[src/rtl/accel_scheduler_if.sv]
// -----------------------------------------------------------------------------
// Bus interfaces around accel_scheduler.
//
// accel_scheduler_if : requester side (job request + response), one lane per
//                      requester for the request, shared result/error lines.
//   master modport  - requesters: drive req_valid/req_a/req_b/resp_ready,
//                     observe req_ready/resp_valid/resp_result/resp_error.
//   slave modport   - scheduler: the mirror image.
//
// accel_port_if      : scheduler <-> dot-product accelerator.
//   master modport  - scheduler: drives accel_start/accel_a/accel_b,
//                     observes accel_done/accel_result.
//   slave modport   - accelerator: the mirror image.
// -----------------------------------------------------------------------------
interface accel_scheduler_if #(
  parameter int NREQ = 2,
  parameter int N    = 8,
  parameter int W    = 32
);
  logic [NREQ-1:0]       req_valid;
  logic [NREQ-1:0]       req_ready;
  logic signed [W-1:0]   req_a [NREQ][N];
  logic signed [W-1:0]   req_b [NREQ][N];
  logic [NREQ-1:0]       resp_valid;
  logic [NREQ-1:0]       resp_ready;
  logic signed [2*W-1:0] resp_result;
  logic                  resp_error;

  modport master (
    output req_valid, req_a, req_b, resp_ready,
    input  req_ready, resp_valid, resp_result, resp_error
  );

  modport slave (
    input  req_valid, req_a, req_b, resp_ready,
    output req_ready, resp_valid, resp_result, resp_error
  );
endinterface

interface accel_port_if #(
  parameter int N = 8,
  parameter int W = 32
);
  logic                  accel_start;
  logic signed [W-1:0]   accel_a [N];
  logic signed [W-1:0]   accel_b [N];
  logic                  accel_done;
  logic signed [2*W-1:0] accel_result;

  modport master (
    output accel_start, accel_a, accel_b,
    input  accel_done, accel_result
  );

  modport slave (
    input  accel_start, accel_a, accel_b,
    output accel_done, accel_result
  );
endinterface

[src/rtl/accel_scheduler.sv]
// -----------------------------------------------------------------------------
// accel_scheduler
//
// Round-robin arbiter that lends a single dot-product accelerator to NREQ
// requesters, one job at a time. A job is accepted on a valid/ready
// handshake, its operand vectors are registered towards the accelerator, a
// one-cycle start pulse is issued, and completion is awaited under a
// watchdog. The result (or a timeout error with a zero result) is handed
// back to the requester that owns the job.
//
// Ports:
//   clk_i       - clock, rising edge
//   rst_i       - asynchronous, active-high reset (also resets the accelerator)
//   req_if      - requester bus (slave side): request/response handshakes,
//                 operand vectors, shared result and error
//   acc_if      - accelerator port (master side): start, operands, done, result
//   busy_o      - high whenever a job is in flight (state other than IDLE)
//   grant_id_o  - requester owning the current/last job
// -----------------------------------------------------------------------------
module accel_scheduler #(
  parameter int NREQ    = 2,
  parameter int N       = 8,
  parameter int W       = 32,
  parameter int TIMEOUT = 255,
  localparam int IDW    = (NREQ > 1) ? $clog2(NREQ) : 1
) (
  input  logic             clk_i,
  input  logic             rst_i,
  accel_scheduler_if.slave req_if,
  accel_port_if.master     acc_if,
  output logic             busy_o,
  output logic [IDW-1:0]   grant_id_o
);

  typedef enum logic [1:0] {
    S_IDLE  = 2'd0,
    S_ISSUE = 2'd1,
    S_WAIT  = 2'd2,
    S_RESP  = 2'd3
  } state_e;

  // 16 bits covers the full TIMEOUT range; the count never passes TIMEOUT.
  localparam int             CW        = 16;
  localparam logic [CW-1:0]  TIMEOUT_C = CW'(TIMEOUT);
  localparam logic [IDW-1:0] LAST_RST  = IDW'(NREQ - 1);

  state_e                state_q;
  logic [IDW-1:0]        grant_q;
  logic [IDW-1:0]        last_q;
  logic [CW-1:0]         wdog_q;
  logic                  start_q;
  logic                  busy_q;
  logic                  err_q;
  logic [NREQ-1:0]       resp_valid_q;
  logic signed [2*W-1:0] result_q;
  logic signed [W-1:0]   a_q [N];
  logic signed [W-1:0]   b_q [N];

  logic                  win_vld_d;
  logic [IDW-1:0]        win_id_d;
  logic [IDW-1:0]        idx_d;
  logic [NREQ-1:0]       ready_d;

  function automatic logic [NREQ-1:0] onehot(input logic [IDW-1:0] id);
    logic [NREQ-1:0] v;
    v     = '0;
    v[id] = 1'b1;
    return v;
  endfunction

  // Round-robin winner: first valid requester after last_q, wrapping around.
  always_comb begin
    win_vld_d = 1'b0;
    win_id_d  = '0;
    idx_d     = '0;
    for (int i = 1; i <= NREQ; i++) begin
      idx_d     = IDW'((int'(last_q) + i) % NREQ);
      win_id_d  = (!win_vld_d && req_if.req_valid[idx_d]) ? idx_d : win_id_d;
      win_vld_d = win_vld_d | req_if.req_valid[idx_d];
    end
  end

  // Ready is combinational, offered only to the winner and only while idle.
  always_comb begin
    ready_d = '0;
    if (state_q == S_IDLE && win_vld_d) begin
      ready_d = onehot(win_id_d);
    end else begin
      ready_d = '0;
    end
  end

  // Drive the accelerator operands from their holding registers.
  always_comb begin
    for (int i = 0; i < N; i++) begin
      acc_if.accel_a[i] = a_q[i];
      acc_if.accel_b[i] = b_q[i];
    end
  end

  assign req_if.req_ready   = ready_d;
  assign req_if.resp_valid  = resp_valid_q;
  assign req_if.resp_result = result_q;
  assign req_if.resp_error  = err_q;
  assign acc_if.accel_start = start_q;
  assign busy_o             = busy_q;
  assign grant_id_o         = grant_q;

  // Job FSM with all its outputs held in registers.
  always_ff @(posedge clk_i or posedge rst_i) begin
    if (rst_i) begin
      state_q      <= S_IDLE;
      grant_q      <= '0;
      last_q       <= LAST_RST;
      wdog_q       <= '0;
      start_q      <= 1'b0;
      busy_q       <= 1'b0;
      err_q        <= 1'b0;
      resp_valid_q <= '0;
      result_q     <= '0;
      for (int i = 0; i < N; i++) begin
        a_q[i] <= '0;
        b_q[i] <= '0;
      end
    end else begin
      case (state_q)
        S_IDLE: begin
          // Winner's ready is up, so a valid winner means the handshake fires.
          if (win_vld_d) begin
            for (int i = 0; i < N; i++) begin
              a_q[i] <= req_if.req_a[win_id_d][i];
              b_q[i] <= req_if.req_b[win_id_d][i];
            end
            grant_q <= win_id_d;
            start_q <= 1'b1;
            busy_q  <= 1'b1;
            state_q <= S_ISSUE;
          end else begin
            state_q <= S_IDLE;
          end
        end
        S_ISSUE: begin
          start_q <= 1'b0;
          wdog_q  <= '0;
          state_q <= S_WAIT;
        end
        S_WAIT: begin
          wdog_q <= wdog_q + 16'd1;
          // Completion has priority over a watchdog expiry in the same cycle.
          if (acc_if.accel_done) begin
            result_q     <= acc_if.accel_result;
            err_q        <= 1'b0;
            resp_valid_q <= onehot(grant_q);
            state_q      <= S_RESP;
          end else if (wdog_q == TIMEOUT_C) begin
            result_q     <= '0;
            err_q        <= 1'b1;
            resp_valid_q <= onehot(grant_q);
            state_q      <= S_RESP;
          end else begin
            state_q <= S_WAIT;
          end
        end
        S_RESP: begin
          if (req_if.resp_ready[grant_q]) begin
            last_q       <= grant_q;
            resp_valid_q <= '0;
            busy_q       <= 1'b0;
            state_q      <= S_IDLE;
          end else begin
            state_q <= S_RESP;
          end
        end
        default: begin
          state_q <= S_IDLE;
        end
      endcase
    end
  end

endmodule
[src/flat_wrapper.sv]
// flat-port wrapper written by rule: the top's interface ports become plain ports
module accel_scheduler_flat 
#(
  parameter int NREQ    = 2,
  parameter int N       = 8,
  parameter int W       = 32,
  parameter int TIMEOUT = 255,
  localparam int IDW    = (NREQ > 1) ? $clog2(NREQ) : 1
)
  (clk_i, rst_i, busy_o, grant_id_o, req_if_req_valid, req_if_req_a, req_if_req_b, req_if_resp_ready, req_if_req_ready, req_if_resp_valid, req_if_resp_result, req_if_resp_error, acc_if_accel_start, acc_if_accel_a, acc_if_accel_b, acc_if_accel_done, acc_if_accel_result);
  accel_scheduler_if #(.NREQ(NREQ), .N(N), .W(W)) req_if_i ();
  accel_port_if #(.N(N), .W(W)) acc_if_i ();
  input  logic clk_i;
  input  logic rst_i;
  output logic busy_o;
  output logic [IDW-1:0] grant_id_o;
  input wire logic [$bits(req_if_i.req_valid)-1:0] req_if_req_valid;
  input wire logic [$bits(req_if_i.req_a)-1:0] req_if_req_a;
  input wire logic [$bits(req_if_i.req_b)-1:0] req_if_req_b;
  input wire logic [$bits(req_if_i.resp_ready)-1:0] req_if_resp_ready;
  output wire logic [$bits(req_if_i.req_ready)-1:0] req_if_req_ready;
  output wire logic [$bits(req_if_i.resp_valid)-1:0] req_if_resp_valid;
  output wire logic [$bits(req_if_i.resp_result)-1:0] req_if_resp_result;
  output wire logic [$bits(req_if_i.resp_error)-1:0] req_if_resp_error;
  output wire logic [$bits(acc_if_i.accel_start)-1:0] acc_if_accel_start;
  output wire logic [$bits(acc_if_i.accel_a)-1:0] acc_if_accel_a;
  output wire logic [$bits(acc_if_i.accel_b)-1:0] acc_if_accel_b;
  input wire logic [$bits(acc_if_i.accel_done)-1:0] acc_if_accel_done;
  input wire logic [$bits(acc_if_i.accel_result)-1:0] acc_if_accel_result;
  assign req_if_i.req_valid = req_if_req_valid;
  assign req_if_i.req_a = {>>{req_if_req_a}};
  assign req_if_i.req_b = {>>{req_if_req_b}};
  assign req_if_i.resp_ready = req_if_resp_ready;
  assign req_if_req_ready = req_if_i.req_ready;
  assign req_if_resp_valid = req_if_i.resp_valid;
  assign req_if_resp_result = req_if_i.resp_result;
  assign req_if_resp_error = req_if_i.resp_error;
  assign acc_if_accel_start = acc_if_i.accel_start;
  assign acc_if_accel_a = {>>{acc_if_i.accel_a}};
  assign acc_if_accel_b = {>>{acc_if_i.accel_b}};
  assign acc_if_i.accel_done = acc_if_accel_done;
  assign acc_if_i.accel_result = acc_if_accel_result;
  accel_scheduler #(.NREQ(NREQ), .N(N), .W(W), .TIMEOUT(TIMEOUT)) u_core (.clk_i(clk_i), .rst_i(rst_i), .req_if(req_if_i), .acc_if(acc_if_i), .busy_o(busy_o), .grant_id_o(grant_id_o));
endmodule
[config.mk]
export PLATFORM = sky130hd
export DESIGN_NAME = accel_scheduler_flat
export DESIGN_NICKNAME = d
export VERILOG_FILES = /design/src/rtl/accel_scheduler_if.sv /design/src/rtl/accel_scheduler.sv /design/src/flat_wrapper.sv
export SDC_FILE = /design/constraint.sdc
export NUM_CORES = 1
export LEC_CHECK = 0
export CAP_MARGIN = 0
export CORE_AREA = 2 2 651 653
export DETAILED_ROUTE_END_ITERATION = 8
export DIE_AREA = 0 0 653 655
export GPL_ROUTABILITY_DRIVEN = 0
export MAX_ROUTING_LAYER = met4
export PLACE_DENSITY_LB_ADDON = 0.1
export SLEW_MARGIN = 30
export SYNTH_ARGS = -nofsm -noshare
export SYNTH_HDL_FRONTEND = slang
export SYNTH_SLANG_ARGS = --single-unit
[constraint.sdc]
create_clock -name clk_i -period 24.8 [get_ports clk_i]
set_input_delay 4.96 -clock clk_i [delete_from_list [all_inputs] [get_ports clk_i]]
set_output_delay 4.96 -clock clk_i [all_outputs]
set_load 0.01 [all_outputs]
==> impl.org <==
** Route
- The routed design has ~240000 um of wire.
- Number of search-and-repair iterations in the first detailed-routing pass :: 9
- In the routed design, unresolved DRC markers number 5.
- Remaining number of nets flagged by the antenna check after routing :: 0
- Vias post-DR :: about 26000
- The first routing iteration left 3284 violations.
- Per-cell routed wire length :: 25.95 um
- Dividing the detail-routed via count by the number of cells gives between 2 and 3.

** CTS
- Buffers inserted during clock tree synthesis total 101.
- Once the clock tree was built, the setup fixing pass inserted 0 buffers.
- Total clock sinks :: 601
- The tree is rooted in a sky130_fd_sc_hd__clkbuf_16.
- TritonCTS clock tree :: done
- The clock reaches the later pin of the worst-skew pair after about 850 ps.
- No sink is reached through more buffers than the 4 on the longest clock path.
- CTS Hold Bufs :: 0
- The H-tree was split into 3 levels.
- Number of gates given a new drive strength after cts :: 0
- Clock-pin slew was measured on the worst setup and hold paths at 50 ps.

** Synthesis
- By area, the combinational part of the netlist is dominated by compound AO/OA/AOI/OAI gates.
- The number of different library cells used by synthesis comes to 42.
- In the synthesized netlist the dominant register cell turns out to be sky130_fd_sc_hd__dfrtp_1.
- Measured against the total synthesized area, the mux share comes to less than 1%.
- Summing the areas of all and, or, nand and nor instances in the mapped netlist gives 1.361% of the synthesized area.
- Number of cells produced by synthesis :: 1996
- Counting every net in the synthesized netlist gives ~3100.
- Adder-Cell Fraction of Synth Area :: less than 1%
- After synthesis, the share of flip-flops with an asynchronous set or reset is 100.0%.
- The mapped netlist covers roughly 0.024 mm2.
- Synth warn :: 0
- Post-synthesis area per instance :: approximately 12 um2
- Yosys mapped a number of flops with a built-in enable equal to 0.
- Sequential fraction of the synthesis area :: between 60% and 70%
- Synthesis inferred 601 register bits.
- The synthesized netlist devotes 24.32% of its cell area to compound gates.
- Post-synthesis share of cell area spent on xor and xnor gates :: less than 1%

** Cells and area
- Layout filler cell count :: between 40000 and 50000
- Share of layout cells above drive strength 1 :: 5.482%
- Area Growth Syn to Fin :: 111.0%
- Layout net count :: 4735
- Final Core Density :: between 10% and 20%
- Area of all placed cells without fillers :: 0.05101 mm2

** Placed design
- Dpl ws :: 13290 ps
- Port buffer count :: between 1500 and 2000
- Area post-placement :: 0.04758 mm2
- Detailed placement ended at an HPWL of 196400 um.

** Timing
- For the pin with the worst max-slew slack, the measured transition is 1092 ps.
- The clock period could shrink to 11530 ps.
- Setup repair after global routing missed its margin :: false
- Based on the critical path, the design can be clocked at up to 0.08673 GHz.
- Clock skew on the completed layout was measured at 97.44 ps.
- Min setup slack post-route :: about 13000 ps
- In this run the tightest slew margin relative to its limit is 27.17%.
- The final count of hold timing violations is 0.
- The number of max-slew violations in the final report was 0.
- Setup-violating endpoint count in the final report :: 0
- For the final routed database, the setup TNS stands at 0 ps.
- Portion of the clock cycle consumed by the worst path in the final layout :: between 40 and 50%

** Worst setup path
- Data on the critical path arrives at its endpoint at roughly 6600 ps.
- The cell family contributing the most delay on the critical path is buffers and inverters.
- The largest single stage delay on the critical path is 730 ps.
- The critical path is of the primary input to output port type.
- Required @ worst endpoint :: 19840 ps
- Traced cell by cell, the critical path runs through clkdlybuf4s50_1, nand2_1, a21oi_4, clkdlybuf4s50_1.
- Cell with the most instances on the worst path :: sky130_fd_sc_hd__clkdlybuf4s50_1
- Of all nets on the critical path, the largest fanout is 6.
- Cell with the biggest individual delay on the critical path :: sky130_fd_sc_hd__clkdlybuf4s50_1
- Number of buffers and inverters on the critical path :: 2
- The worst setup path is captured at an output port.
- CP Launch Type :: primary input

** Floorplan
- Measured along the y axis, the die boundary spans 655 um.
- Area of the die :: roughly 0.43 mm2
- # IOs :: between 1500 and 2000
- The die is 653 um wide.
- For this configuration, the core starts out at a cell density of 5.735%.
- The initialized floorplan defines 239 standard-cell rows.
- Core area :: around 0.42 mm2

** GRT
- The first global-routing pass estimated 303200 um of wire.
- Across every metal layer, demand over resource in global routing totals 11.07%.
- Entering global routing, the biggest net connects 127 pins.
- The number of antenna violations at the first check in global routing is 162.
- Vias in the first global route :: 27070
- Remaining Overflow, GRT :: 0

** Power
- Total power :: 5.994 mW
- The internal power of the cells totals 3.620 mW.
- Summed over all nets, the switching power comes to 2.374 mW.
- Sequential Power Share :: 29.4%
- Part of the power in the clock network :: 24.1%
- Power per cell area :: 117.5 mW/mm2
- Static leakage :: 21.02 nW
- Fraction of power spent switching nets :: about two fifths
- The share of total power dissipated in combinational logic is a little under half.
- VDD sags by at most 0.05103 mV.

** Flow run
- The tool flagged a number of max-cap violations equal to 0.

** Outcome
- Status :: finished, violations left
- Violated checks :: design-rule violations

** Worst hold path
- HP Class :: register to register
==> tightest hold or removal path, cell delays in order (launching register included) <==
cell and delay [ps]:
sky130_fd_sc_hd__dfrtp_1 340, sky130_fd_sc_hd__a222oi_1 60, sky130_fd_sc_hd__inv_1 60
==> cell usage in the layout (no fill, tap or decap), types with 3 or more instances in the layout <==
| cell type | instances |
|---|---|
| sky130_fd_sc_hd__clkbuf_1 | 29 |
| sky130_fd_sc_hd__clkinv_2 | 9 |
| sky130_fd_sc_hd__nand3_1 | 6 |
| sky130_fd_sc_hd__nor2_1 | 14 |
| sky130_fd_sc_hd__diode_2 | 98 |
| sky130_fd_sc_hd__bufinv_16 | 5 |
| sky130_fd_sc_hd__clkbuf_8 | 20 |
| sky130_fd_sc_hd__nand4_1 | 3 |
| sky130_fd_sc_hd__a22o_1 | 65 |
| sky130_fd_sc_hd__buf_6 | 3 |
| sky130_fd_sc_hd__ha_1 | 6 |
| sky130_fd_sc_hd__a21oi_1 | 6 |
| sky130_fd_sc_hd__clkinvlp_4 | 3 |
| sky130_fd_sc_hd__inv_1 | 520 |
| sky130_fd_sc_hd__nand2_1 | 16 |
| sky130_fd_sc_hd__and4_1 | 3 |
| sky130_fd_sc_hd__o211ai_1 | 3 |
| sky130_fd_sc_hd__a222oi_1 | 512 |
| sky130_fd_sc_hd__dfrtp_1 | 600 |
| sky130_fd_sc_hd__clkbuf_16 | 101 |
| sky130_fd_sc_hd__clkdlybuf4s50_1 | 1678 |
| sky130_fd_sc_hd__xor2_1 | 5 |
| sky130_fd_sc_hd__o21ai_0 | 13 |
| sky130_fd_sc_hd__buf_4 | 38 |
==> logic make-up (layout without fill, tap and decap cells) <==
logic type      count (synthesis)  count (layout)
flops                         601             601
other cells                     0              98
simple gates                   61              61
buf+inv                       709            2416
compound gates                609             609
fa+ha+maj                       6               6
xor+xnor                        7               7
mux                             3               3
==> area by class of cell <==
| class | count | area, um2 | share of cell area [%] |
|---|---|---|---|
| clock inverter | 22 | 276.5 | 0.5421 |
| sequential | 601 | 15040 | 29.48 |
| timing repair buffer | 1723 | 17210 | 33.74 |
| inverter | 521 | 1963 | 3.848 |
| clock buffer | 150 | 2912 | 5.707 |
| multi-input combinational | 686 | 6430 | 12.60 |
| tap | 5543 | 6935 | 13.60 |
| antenna | 98 | 245.2 | 0.4807 |
==> state kept, by name, indices dropped and copies added (netlist names) <==
name                       flops
u_core.acc_if.accel_start      1
u_core.busy_o                  1
u_core.last_q                  1
u_core.req_if.resp_valid       2
u_core.state_q                 2
u_core.wdog_q                 16
u_core.acc_if.accel_b        256
u_core.grant_id_o              1
u_core.req_if.resp_error       1
u_core.acc_if.accel_a        256
u_core.req_if.resp_result     64
==> worst paths after layout <==
path	from	to	slack (ps)	cells past startpoint
setup / recovery	req_if_req_valid[0]	req_if_req_ready[0]	13270	4
hold / removal	u_core.acc_if.accel_a[26]$_DFFE_PP0N_	u_core.acc_if.accel_a[26]$_DFFE_PP0N_	490	2
setup reg to reg	u_core.state_q[1]$_DFF_PP0_	u_core.acc_if.accel_a[118]$_DFFE_PP0N_	19560	12
hold reg to reg	u_core.acc_if.accel_a[26]$_DFFE_PP0N_	u_core.acc_if.accel_a[26]$_DFFE_PP0N_	490	2
max in group asynchronous	rst_i	u_core.acc_if.accel_b[212]$_DFFE_PP0N_	16260	7
min in group asynchronous	rst_i	u_core.acc_if.accel_b[61]$_DFFE_PP0N_	4550	2
==> metrics by stage <==
step / hold WS (ps) / cells
floorplan: 490.4 / 1996
global placement: 472.1 / 9072
detailed placement: 472.9 / 9074
CTS: 486.5 / 9246
global route: 506.6 / 9340
finish: 487.6 / 9344
==> layer usage <==
metal  global-route usage [%]  share of wire (%)
met1                    11.26                 35
met2                    19.71                 52
met3                    4.990                 11
met4                    1.894                1.7
met5                        -                  0
==> Yosys cell counts, types with 3 or more instances <==
cell type	count	share of area, %
sky130_fd_sc_hd__a21oi_1	8	0.17
sky130_fd_sc_hd__a222oi_1	512	21
sky130_fd_sc_hd__a22o_1	65	2.4
sky130_fd_sc_hd__and4_1	3	0.11
sky130_fd_sc_hd__buf_2	52	1.1
sky130_fd_sc_hd__buf_6	4	0.19
sky130_fd_sc_hd__clkbuf_1	130	2.0
sky130_fd_sc_hd__dfrtp_1	600	62
sky130_fd_sc_hd__ha_1	6	0.31
sky130_fd_sc_hd__inv_1	521	8.1
sky130_fd_sc_hd__nand2_1	16	0.25
sky130_fd_sc_hd__nand3_1	6	0.12
sky130_fd_sc_hd__nand4_1	3	0.078
sky130_fd_sc_hd__nor2_1	14	0.22
sky130_fd_sc_hd__o211ai_1	3	0.093
sky130_fd_sc_hd__o21ai_0	14	0.29
sky130_fd_sc_hd__xor2_1	5	0.18
==> power by group through the flow <==
stage          registers [mW]  clock network (mW)  logic, mW
2_1_floorplan            1.90                   0      0.862
3_3_place_gp             1.78                   0       2.89
5_1_grt                  1.82                1.56       3.00
4_1_cts                  1.77                1.54       2.89
3_5_place_dp             1.78                   0       2.88
6_report                 1.76                1.44       2.79
No activity file was read; power rests on OpenSTA's default activity.
==> variant (same settings) <==
`W` is set to 32 in 4 places; all go to 16.
--- a/src/rtl/accel_scheduler_if.sv
+++ b/src/rtl/accel_scheduler_if.sv
@@ -16,5 +16,5 @@
   parameter int NREQ = 2,
   parameter int N    = 8,
-  parameter int W    = 32
+  parameter int W    = 16
 );
   logic [NREQ-1:0]       req_valid;
@@ -40,5 +40,5 @@
 interface accel_port_if #(
   parameter int N = 8,
-  parameter int W = 32
+  parameter int W = 16
 );
   logic                  accel_start;
--- a/src/rtl/accel_scheduler.sv
+++ b/src/rtl/accel_scheduler.sv
@@ -21,5 +21,5 @@
   parameter int NREQ    = 2,
   parameter int N       = 8,
-  parameter int W       = 32,
+  parameter int W       = 16,
   parameter int TIMEOUT = 255,
   localparam int IDW    = (NREQ > 1) ? $clog2(NREQ) : 1
--- a/src/flat_wrapper.sv
+++ b/src/flat_wrapper.sv
@@ -4,5 +4,5 @@
   parameter int NREQ    = 2,
   parameter int N       = 8,
-  parameter int W       = 32,
+  parameter int W       = 16,
   parameter int TIMEOUT = 255,
   localparam int IDW    = (NREQ > 1) ? $clog2(NREQ) : 1
Interface: changed (6 resized); port bits go from 1679 to 847. The function was not compared with the original's and may differ.
==> variant against the unedited design <==
The run still ends with design-rule violations left; sequential cell count shrank 288; total power decreased by 49%; count of clock-buffer cells in the layout fell by 62; critical path depth unchanged; via count fell by 49%; wire length decreased by 54%; maximum frequency fell by 1.5%; area after synthesis shrank 47%; global-route usage down 6.0 points; clock power decreased by 45%; design area fell by 41%; worst setup slack got worse by 0.18 ns; sequential power fell by 49%; non-clock buffer count shrank 858; largest power group unchanged.
==> variant: results (changes against the unedited design) <==
| Metric | Value |
|---|---|
| Status | `complete, but fails checks` |
| Failing checks | `design-rule violations` |
| Root buf cell | `clkbuf_16` |
| Sequential share of the synthesized area | `61.49% (-0.71 points)` |
| Num CTS Buffers | `55 (-46%)` |
| GRT Total Usage | `5.041% (-6.0 points)` |
| Vias in the first global route | `14.03k (-48%)` |
| Synth Net Count | `1,629 (-47%)` |
| Port Buffer Count | `846 (-50%)` |
| DR iter-0 viols | `1,515 (-54%)` |
| Leak pwr | `10.88 nW (-48%)` |
| Switching part of the total | `39.07% (-0.53 points)` |
| Vias per inst | `1.776 (-36%)` |
| First-pass GRT wire length | `140.1 mm (-54%)` |
| Synth Instances | `1,072 (-46%)` |
| Initial antenna violation count | `73 (-55%)` |
| WL final | `110.4 mm (-54%)` |
| Crit path arrival time | `6.75 ns (+0.18 ns)` |
| Synth area leaders | `dfrtp_1, a222oi_1, inv_1` |
| CTS max path bufs | `3 (-1)` |
| Worst vdd ir | `0.04955 mV (-2.9%)` |
| Synth cell count leaders | `dfrtp_1, inv_1, a222oi_1` |
| H-tree depth | `2 (-1)` |
| Share of cells above drive strength 1 | `5.312% (-0.17 points)` |
| Drt drc | `2 (-3)` |
| Post-DP HPWL | `81.51 mm (-59%)` |
| Mux contribution to synthesized area | `0.2357% (+0.091 points)` |
| Post-synthesis adder-cell area fraction | `0.5893% (+0.28 points)` |
| Unique masters post-synth | `36 (-14%)` |
| Rel. slew slack | `29.95% (+2.8 points)` |
| Placed Area | `0.02798 mm² (-41%)` |
| Setup Fix Bufs, Post-CTS | `0 (unchanged)` |
| Compound-Gate Fraction of Synth Area | `23.83% (-0.49 points)` |
| Nets | `2,455 (-48%)` |
| Drt wl/cell | `14.66 µm (-44%)` |
| Largest stage delay on the critical path | `0.64 ns (-0.09 ns)` |
| Largest net degree at the start of global routing | `132 (+3.9%)` |
==> variant: cell types whose count changed after synthesis, moves of 31 or more <==
cell and change:
a22o_1 -31, buf_2 -52, clkbuf_1 -49, a222oi_1 -256
dfrtp_1 -288, inv_1 -254
==> variant: area by class of cell <==
class                   count  area [µm²]
clock buffers              88        1622
well taps                5543        6935
flip-flops and latches    313        7834
clock inverters            10       121.4
fillers                 49200      391800
multi-input cells         395        3545
diodes                     50       125.1
inverters                 268        1013
repair buffers            865        8652
==> variant: worst paths after layout <==
path                                         endpoint  cells past startpoint                      from  slack [ns]
setup / recovery                  req_if_req_ready[1]                      4       req_if_req_valid[1]       13.09
hold / removal               u_core.acc_if.accel_b[6]                      2  u_core.acc_if.accel_b[6]        0.48
setup reg to reg            u_core.acc_if.accel_b[80]                      9         u_core.state_q[1]       20.90
hold reg to reg              u_core.acc_if.accel_b[6]                      2  u_core.acc_if.accel_b[6]        0.48
max in group asynchronous  u_core.acc_if.accel_b[107]                      4                     rst_i       18.03
min in group asynchronous   u_core.acc_if.accel_a[39]                      2                     rst_i        4.79
==> variant: routing by layer <==
metal | routed length [µm] | global-route usage (%)
met2 | 58340 | 8.966
met1 | 39010 | 4.940
met3 | 10430 | 2.174
met5 | 0 | -
met4 | 2626 | 1.544
==> variant: logic make-up after synthesis <==
kind of cell / Yosys count
buf+inv: 364
compound gates: 320
flops: 313
simple gates: 59
xor+xnor: 7
fa+ha+maj: 6
mux: 3
==> variant: power groups by stage <==
stage	registers (mW)	logic, mW	clock network, mW
after floorplan	0.977	0.447	0
after global placement	0.903	1.48	0
after detailed placement	0.895	1.46	0
after CTS	0.894	1.46	0.868
after global routing	0.922	1.52	0.875
final	0.890	1.40	0.796
